**config.mk**
```make
export PLATFORM = sky130hd
export DESIGN_NAME = prefetch_meta_tracker
export DESIGN_NICKNAME = d
export VERILOG_FILES = /design/src/rtl/prefetch_meta_tracker.sv
export SDC_FILE = /design/constraint.sdc
export NUM_CORES = 1
export LEC_CHECK = 0
export ABC_AREA = 1
export CORE_AREA = 2 2 180 182
export DETAILED_ROUTE_END_ITERATION = 8
export DIE_AREA = 0 0 182 184
export HOLD_SLACK_MARGIN = 0.02
export SLEW_MARGIN = 20
export SYNTH_ARGS = -nofsm -noshare
export SYNTH_HDL_FRONTEND = slang
export SYNTH_SLANG_ARGS = --single-unit
```
**constraint.sdc**
```tcl
create_clock -name clk -period 4.35 [get_ports clk]
set_input_delay 0.87 -clock clk [delete_from_list [all_inputs] [get_ports clk]]
set_output_delay 0.87 -clock clk [all_outputs]
set_load 0.03 [all_outputs]
```
**src/rtl/prefetch_meta_tracker.sv**
```systemverilog
// Per-bank line metadata {prefetched, used, use_cnt} with a two-stage read-modify-write and an init sweep.
// Optional prefetch accuracy counters are built when PF_TRACKER_PERF_EN is defined.
module prefetch_meta_tracker #(
  parameter int CACHE_ID        = 0,
  parameter int BANK_ID         = 0,
  parameter int CACHE_SIZE      = 16384,
  parameter int CACHE_LINE_SIZE = 64,
  parameter int NUM_BANKS       = 4,
  parameter int USE_CNT_BITS    = 2,
  parameter int PERF_CTR_WIDTH  = 32,
  parameter int LINE_ADDR_WIDTH = 26
) (
  input  logic                       clk,
  input  logic                       reset,
  input  logic                       stall,
  input  logic                       req_valid,
  input  logic [LINE_ADDR_WIDTH-1:0] req_addr,
  input  logic                       req_fill,
  input  logic                       req_fill_pf,
  input  logic                       req_prefetch,
  output logic                       ready,
  output logic                       rsp_valid,
  output logic                       rsp_prefetched,
  output logic                       rsp_used,
  output logic [USE_CNT_BITS-1:0]    rsp_use_cnt,
  input  logic                       perf_clear,
  output logic [PERF_CTR_WIDTH-1:0]  perf_useful,
  output logic [PERF_CTR_WIDTH-1:0]  perf_useless,
  output logic                       dbg_state
);

  localparam int LINES = CACHE_SIZE / (CACHE_LINE_SIZE * NUM_BANKS);
  localparam int LSEL  = (LINES > 1) ? $clog2(LINES) : 1;
  localparam int EW    = 2 + USE_CNT_BITS;
  localparam logic [LSEL-1:0] LAST_IDX = LSEL'(LINES - 1);
  localparam int unused_ids = CACHE_ID + BANK_ID;

  typedef enum logic {S_INIT = 1'b0, S_RUN = 1'b1} state_e;

  state_e            state_q, state_d;
  logic [LSEL-1:0]   sweep_q, sweep_d;
  logic              ready_q, ready_d;
  logic              s2_valid_q, s2_valid_d;
  logic [LSEL-1:0]   s2_idx_q, s2_idx_d;
  logic [EW-1:0]     s2_old_q, s2_old_d;
  logic              s2_fill_q, s2_fill_d;
  logic              s2_fill_pf_q, s2_fill_pf_d;
  logic              s2_probe_q, s2_probe_d;
  logic [EW-1:0]     mem_q [LINES];

  logic              accept;
  logic              wb_en;
  logic [EW-1:0]     wb_new;
  logic [LSEL-1:0]   req_idx;
  logic [EW-1:0]     rd_data;
  logic              old_pf, old_used;
  logic [USE_CNT_BITS-1:0] old_cnt;
  logic              unused_bits;

  assign unused_bits = ^{req_addr, perf_clear};

  // A request transfers when req_valid && ready && !stall; the response is valid the next
  // cycle and holds (stall stretches it) until the writeback cycle completes.
  assign req_idx  = req_addr[LSEL-1:0];
  assign accept   = req_valid && ready_q && !stall;
  assign old_pf   = s2_old_q[EW-1];
  assign old_used = s2_old_q[EW-2];
  assign old_cnt  = s2_old_q[USE_CNT_BITS-1:0];
  assign wb_en    = s2_valid_q && !stall && !s2_probe_q;

  always_comb begin
    wb_new = '0;
    if (s2_fill_q) begin
      wb_new = {s2_fill_pf_q, 1'b1 ^ 1'b1, {USE_CNT_BITS{1'b0}}};
    end else begin
      wb_new = {old_pf, 1'b1, (old_cnt == '1) ? old_cnt : old_cnt + USE_CNT_BITS'(1)};
    end
  end

  // Forward the in-flight writeback so back-to-back same-line requests see cumulative updates.
  assign rd_data = (wb_en && (s2_idx_q == req_idx)) ? wb_new : mem_q[req_idx];

  always_comb begin
    state_d      = state_q;
    sweep_d      = sweep_q;
    s2_valid_d   = s2_valid_q;
    s2_idx_d     = s2_idx_q;
    s2_old_d     = s2_old_q;
    s2_fill_d    = s2_fill_q;
    s2_fill_pf_d = s2_fill_pf_q;
    s2_probe_d   = s2_probe_q;
    case (state_q)
      S_INIT: begin
        sweep_d    = sweep_q + LSEL'(1);
        s2_valid_d = 1'b0;
        if (sweep_q == LAST_IDX) begin
          state_d = S_RUN;
        end
      end
      default: begin
        if (!stall) begin
          s2_valid_d = accept;
          if (accept) begin
            s2_idx_d     = req_idx;
            s2_old_d     = rd_data;
            s2_fill_d    = req_fill;
            s2_fill_pf_d = req_fill_pf;
            s2_probe_d   = req_prefetch && !req_fill;
          end
        end
      end
    endcase
    ready_d = (state_d == S_RUN);
  end

  always_ff @(posedge clk or negedge reset) begin
    if (!reset) begin
      state_q      <= S_INIT;
      sweep_q      <= '0;
      ready_q      <= 1'b0;
      s2_valid_q   <= 1'b0;
      s2_idx_q     <= '0;
      s2_old_q     <= '0;
      s2_fill_q    <= 1'b0;
      s2_fill_pf_q <= 1'b0;
      s2_probe_q   <= 1'b0;
    end else begin
      state_q      <= state_d;
      sweep_q      <= sweep_d;
      ready_q      <= ready_d;
      s2_valid_q   <= s2_valid_d;
      s2_idx_q     <= s2_idx_d;
      s2_old_q     <= s2_old_d;
      s2_fill_q    <= s2_fill_d;
      s2_fill_pf_q <= s2_fill_pf_d;
      s2_probe_q   <= s2_probe_d;
    end
  end

  // Storage has no reset; the init sweep zeroes every line before RUN.
  always_ff @(posedge clk) begin
    if (state_q == S_INIT) begin
      mem_q[sweep_q] <= '0;
    end else if (wb_en) begin
      mem_q[s2_idx_q] <= wb_new;
    end
  end

  assign ready          = ready_q;
  assign rsp_valid      = s2_valid_q;
  assign rsp_prefetched = old_pf;
  assign rsp_used       = old_used;
  assign rsp_use_cnt    = old_cnt;
  assign dbg_state      = state_q;

`ifdef PF_TRACKER_PERF_EN
  logic [PERF_CTR_WIDTH-1:0] useful_q, useful_d;
  logic [PERF_CTR_WIDTH-1:0] useless_q, useless_d;
  logic                      pf_unused_line;

  assign pf_unused_line = old_pf && !old_used;

  always_comb begin
    useful_d  = useful_q;
    useless_d = useless_q;
    if (perf_clear) begin
      useful_d  = '0;
      useless_d = '0;
    end else if (wb_en && pf_unused_line) begin
      if (s2_fill_q && (useless_q != '1)) begin
        useless_d = useless_q + PERF_CTR_WIDTH'(1);
      end
      if (!s2_fill_q && (useful_q != '1)) begin
        useful_d = useful_q + PERF_CTR_WIDTH'(1);
      end
    end
  end

  always_ff @(posedge clk or negedge reset) begin
    if (!reset) begin
      useful_q  <= '0;
      useless_q <= '0;
    end else begin
      useful_q  <= useful_d;
      useless_q <= useless_d;
    end
  end

  assign perf_useful  = useful_q;
  assign perf_useless = useless_q;
`else
  assign perf_useful  = '0;
  assign perf_useless = '0;
`endif

endmodule

```
==> reports/results.ini <==
[floorplanning]
io_pins=105
rows=65
fp.dieH_um=184
core_area_sq_um=31400
initial_utilization_pct=39.6
die-width_um=182
die_area_sq_um=33500

[worst_setup_path]
critPathMostFrequentCell=nand2_1
cp_cell_sequence=nor2_2, nand2_2, nand2_1, nand2_1, inv_2, nand4_2, nor2_1
critPathMaxStageDelay_ns=0.54
cp_data_required_time_ns=4.54
crit_path_top_delay_cell=nand4_2
startpoint=s2_probe_q$_DFFE_PN0P_
r2r_end=mem_q[21][2]$_DFFE_PP_
path_class=reg -> reg
cp-end-kind=register
cp-start-kind=register
rrSetupSlack_ns=1.21
cpLargestDelayFamily=simple AND/OR/NAND/NOR gates
cp_max_fo=12
worst-path-buf-inv=1
cp.arrival_ns=3.34
r2r-start=s2_probe_q$_DFFE_PN0P_
rr_worst_depth=7

[timing]
hold_viol_final=0
fmaxAchievable_mhz=318
finalSetupViolCount=0
skew_ns=0.0125
finalCriticalPeriod_ns=3.14
slew_headroom_pct=28.0
tightest_slew_ns=1.08
finalCritPeriodShare_pct=72.2
report.final.slew_viol_count=0
rsz0062_at_grt=false
whs_ns=0.286
final.setup.tns_ns=0

[routing]
detail-route-antenna-nets=0
wirelength_um=28300
drt-wirelength-per-cell_um=17.7
dr.pass1.iters=5
drc_errors=0
drtIter0Drc=700
viasPerCell=5.10
vias=8138

[grt]
gr-total-overflow=0
grt_pass1_wl_um=43800
grt_usage_pct=17.0
grt_max_degree=103
first_global_vias=7725
antenna_found_initial=0

[finish]
area_delta_synth_final_pct=10.4
antenna_cells=0
instances_no_fill=1597
mostFrequentLayoutCell=nand2_1
drive_above_1_share_pct=8.95
final_cell_mix=nand2_1 (369), edfxtp_1 (256), nand3_1 (240), conb_1 (64), nor2_1 (62)
fin_nets=1211

[synth]
ys_seq_area_share_pct=66.0
synth_cells=1170
ys_seq_elements=277
synth_area_sq_um=12400
synth_cell_types=35
ys_warn_count=0
syn_avg_cell_area_sq_um=10.6

[clock_tree]
hold_buffers=0
cts_buffers=29
clock_path_buffers=3
cts_setup_buffers=0
cts_sinks=277
worstSkewPairLatency_ns=0.54
cts.htree.levels=1
root_buffer=clkbuf_16
clk_pin_slew_worst_paths_ns=0.07
cts_resized=0
cts_tree=yes

[pwr]
vdd.ir_drop.worst_v=0.000275
p_leak_nw=4.99
finalPower_mw=5.69
power_density_nw_per_um2=414

[status]
status=completed

[placement]
gp_congestion=0.829
dp_cells=1547
dpl.hpwl_um=16800
port-buffer-count=19

[job]
maxCapViolCount=0

[worst_hold_path]
holdCritPathClass=in -> async

[registers in the layout (all words and copies together), names as in the netlist]
register and count:
s2_idx_q 6, s2_fill_q 1, s2_probe_q 1, sweep_q 6, mem_q 256, rsp_valid 1
ready 1, s2_fill_pf_q 1, s2_old_q 4
[routing by layer]
layer  wire, um  up-vias  global-route usage, %
li1           -     3903                      -
met1      12600     3894                   23.3
met2      13200      292                   28.0
met3       1780       49                   2.69
met4        630        0                   4.84
met5          0        -                      0
[cells in the mapped netlist, drive strengths merged]
cell type	n	area, sq um
nand3	245	1250
conb	1	3.75
buf	110	721
nor3	4	20.0
edfxtp	256	7690
a22o	1	8.76
xor2	3	26.3
nand2	379	1480
nand4	5	56.3
nor4	5	37.5
a21oi	8	40.0
clkbuf	15	56.3
mux2	1	11.3
o21a	1	7.51
inv	28	105
xnor2	1	8.76
o21ai	10	50.1
ha	1	12.5
nand3b	3	38.8
nor2	69	282
clkinv	3	11.3
dfrtp	21	526
[report_power, final]
part	internal (mW)	leakage, nW	total (mW)	switching, mW
clock network	1.46	0.450	2.46	0.998
registers	2.87	2.05	2.88	0.00392
logic	0.0891	2.49	0.353	0.264
total	4.42	4.99	5.69	1.27
[cells by family after synthesis]
family / after synthesis / synth area share (%)
xor+xnor: 4 / 0.282
fa+ha+maj: 1 / 0.101
other cells: 1 / 0.0302
buf+inv: 156 / 7.18
mux: 1 / 0.0905
flops: 277 / 66.0
simple gates: 710 / 25.4
compound gates: 20 / 0.855
[per-stage QoR]
stage | worst slack [ns] | area, sq um | utilization (%)
4_1_cts | 1.28 | 13700 | 43.8
3_5_place_dp | 0.782 | 12800 | 40.8
5_1_grt | 1.02 | 13700 | 43.7
6_report | 1.21 | 13700 | 43.7
2_1_floorplan | -0.371 | 12700 | -
3_3_place_gp | 0.847 | 12800 | 40.8
[final cells by class]
type                       count  area [sq um]
fill                        2944         17700
sequential                   277          8210
multi-input combinational    800          3600
clock buffer                  34           744
tap                          402           503
timing repair buffer          37           350
clock inverter                16           200
inverter                      31           118
[worst max path at each step]
stage / end / cells past startpoint
finish: mem_q[21][2]$_DFFE_PP_ / 7
CTS: mem_q[37][3]$_DFFE_PP_ / 7
global route: mem_q[21][2]$_DFFE_PP_ / 7
detailed placement: mem_q[15][3]$_DFFE_PP_ / 9
global placement: mem_q[21][3]$_DFFE_PP_ / 8
floorplan: mem_q[0][0]$_DFFE_PP_ / 6
Note: power is estimated with default switching activity, not from simulation.
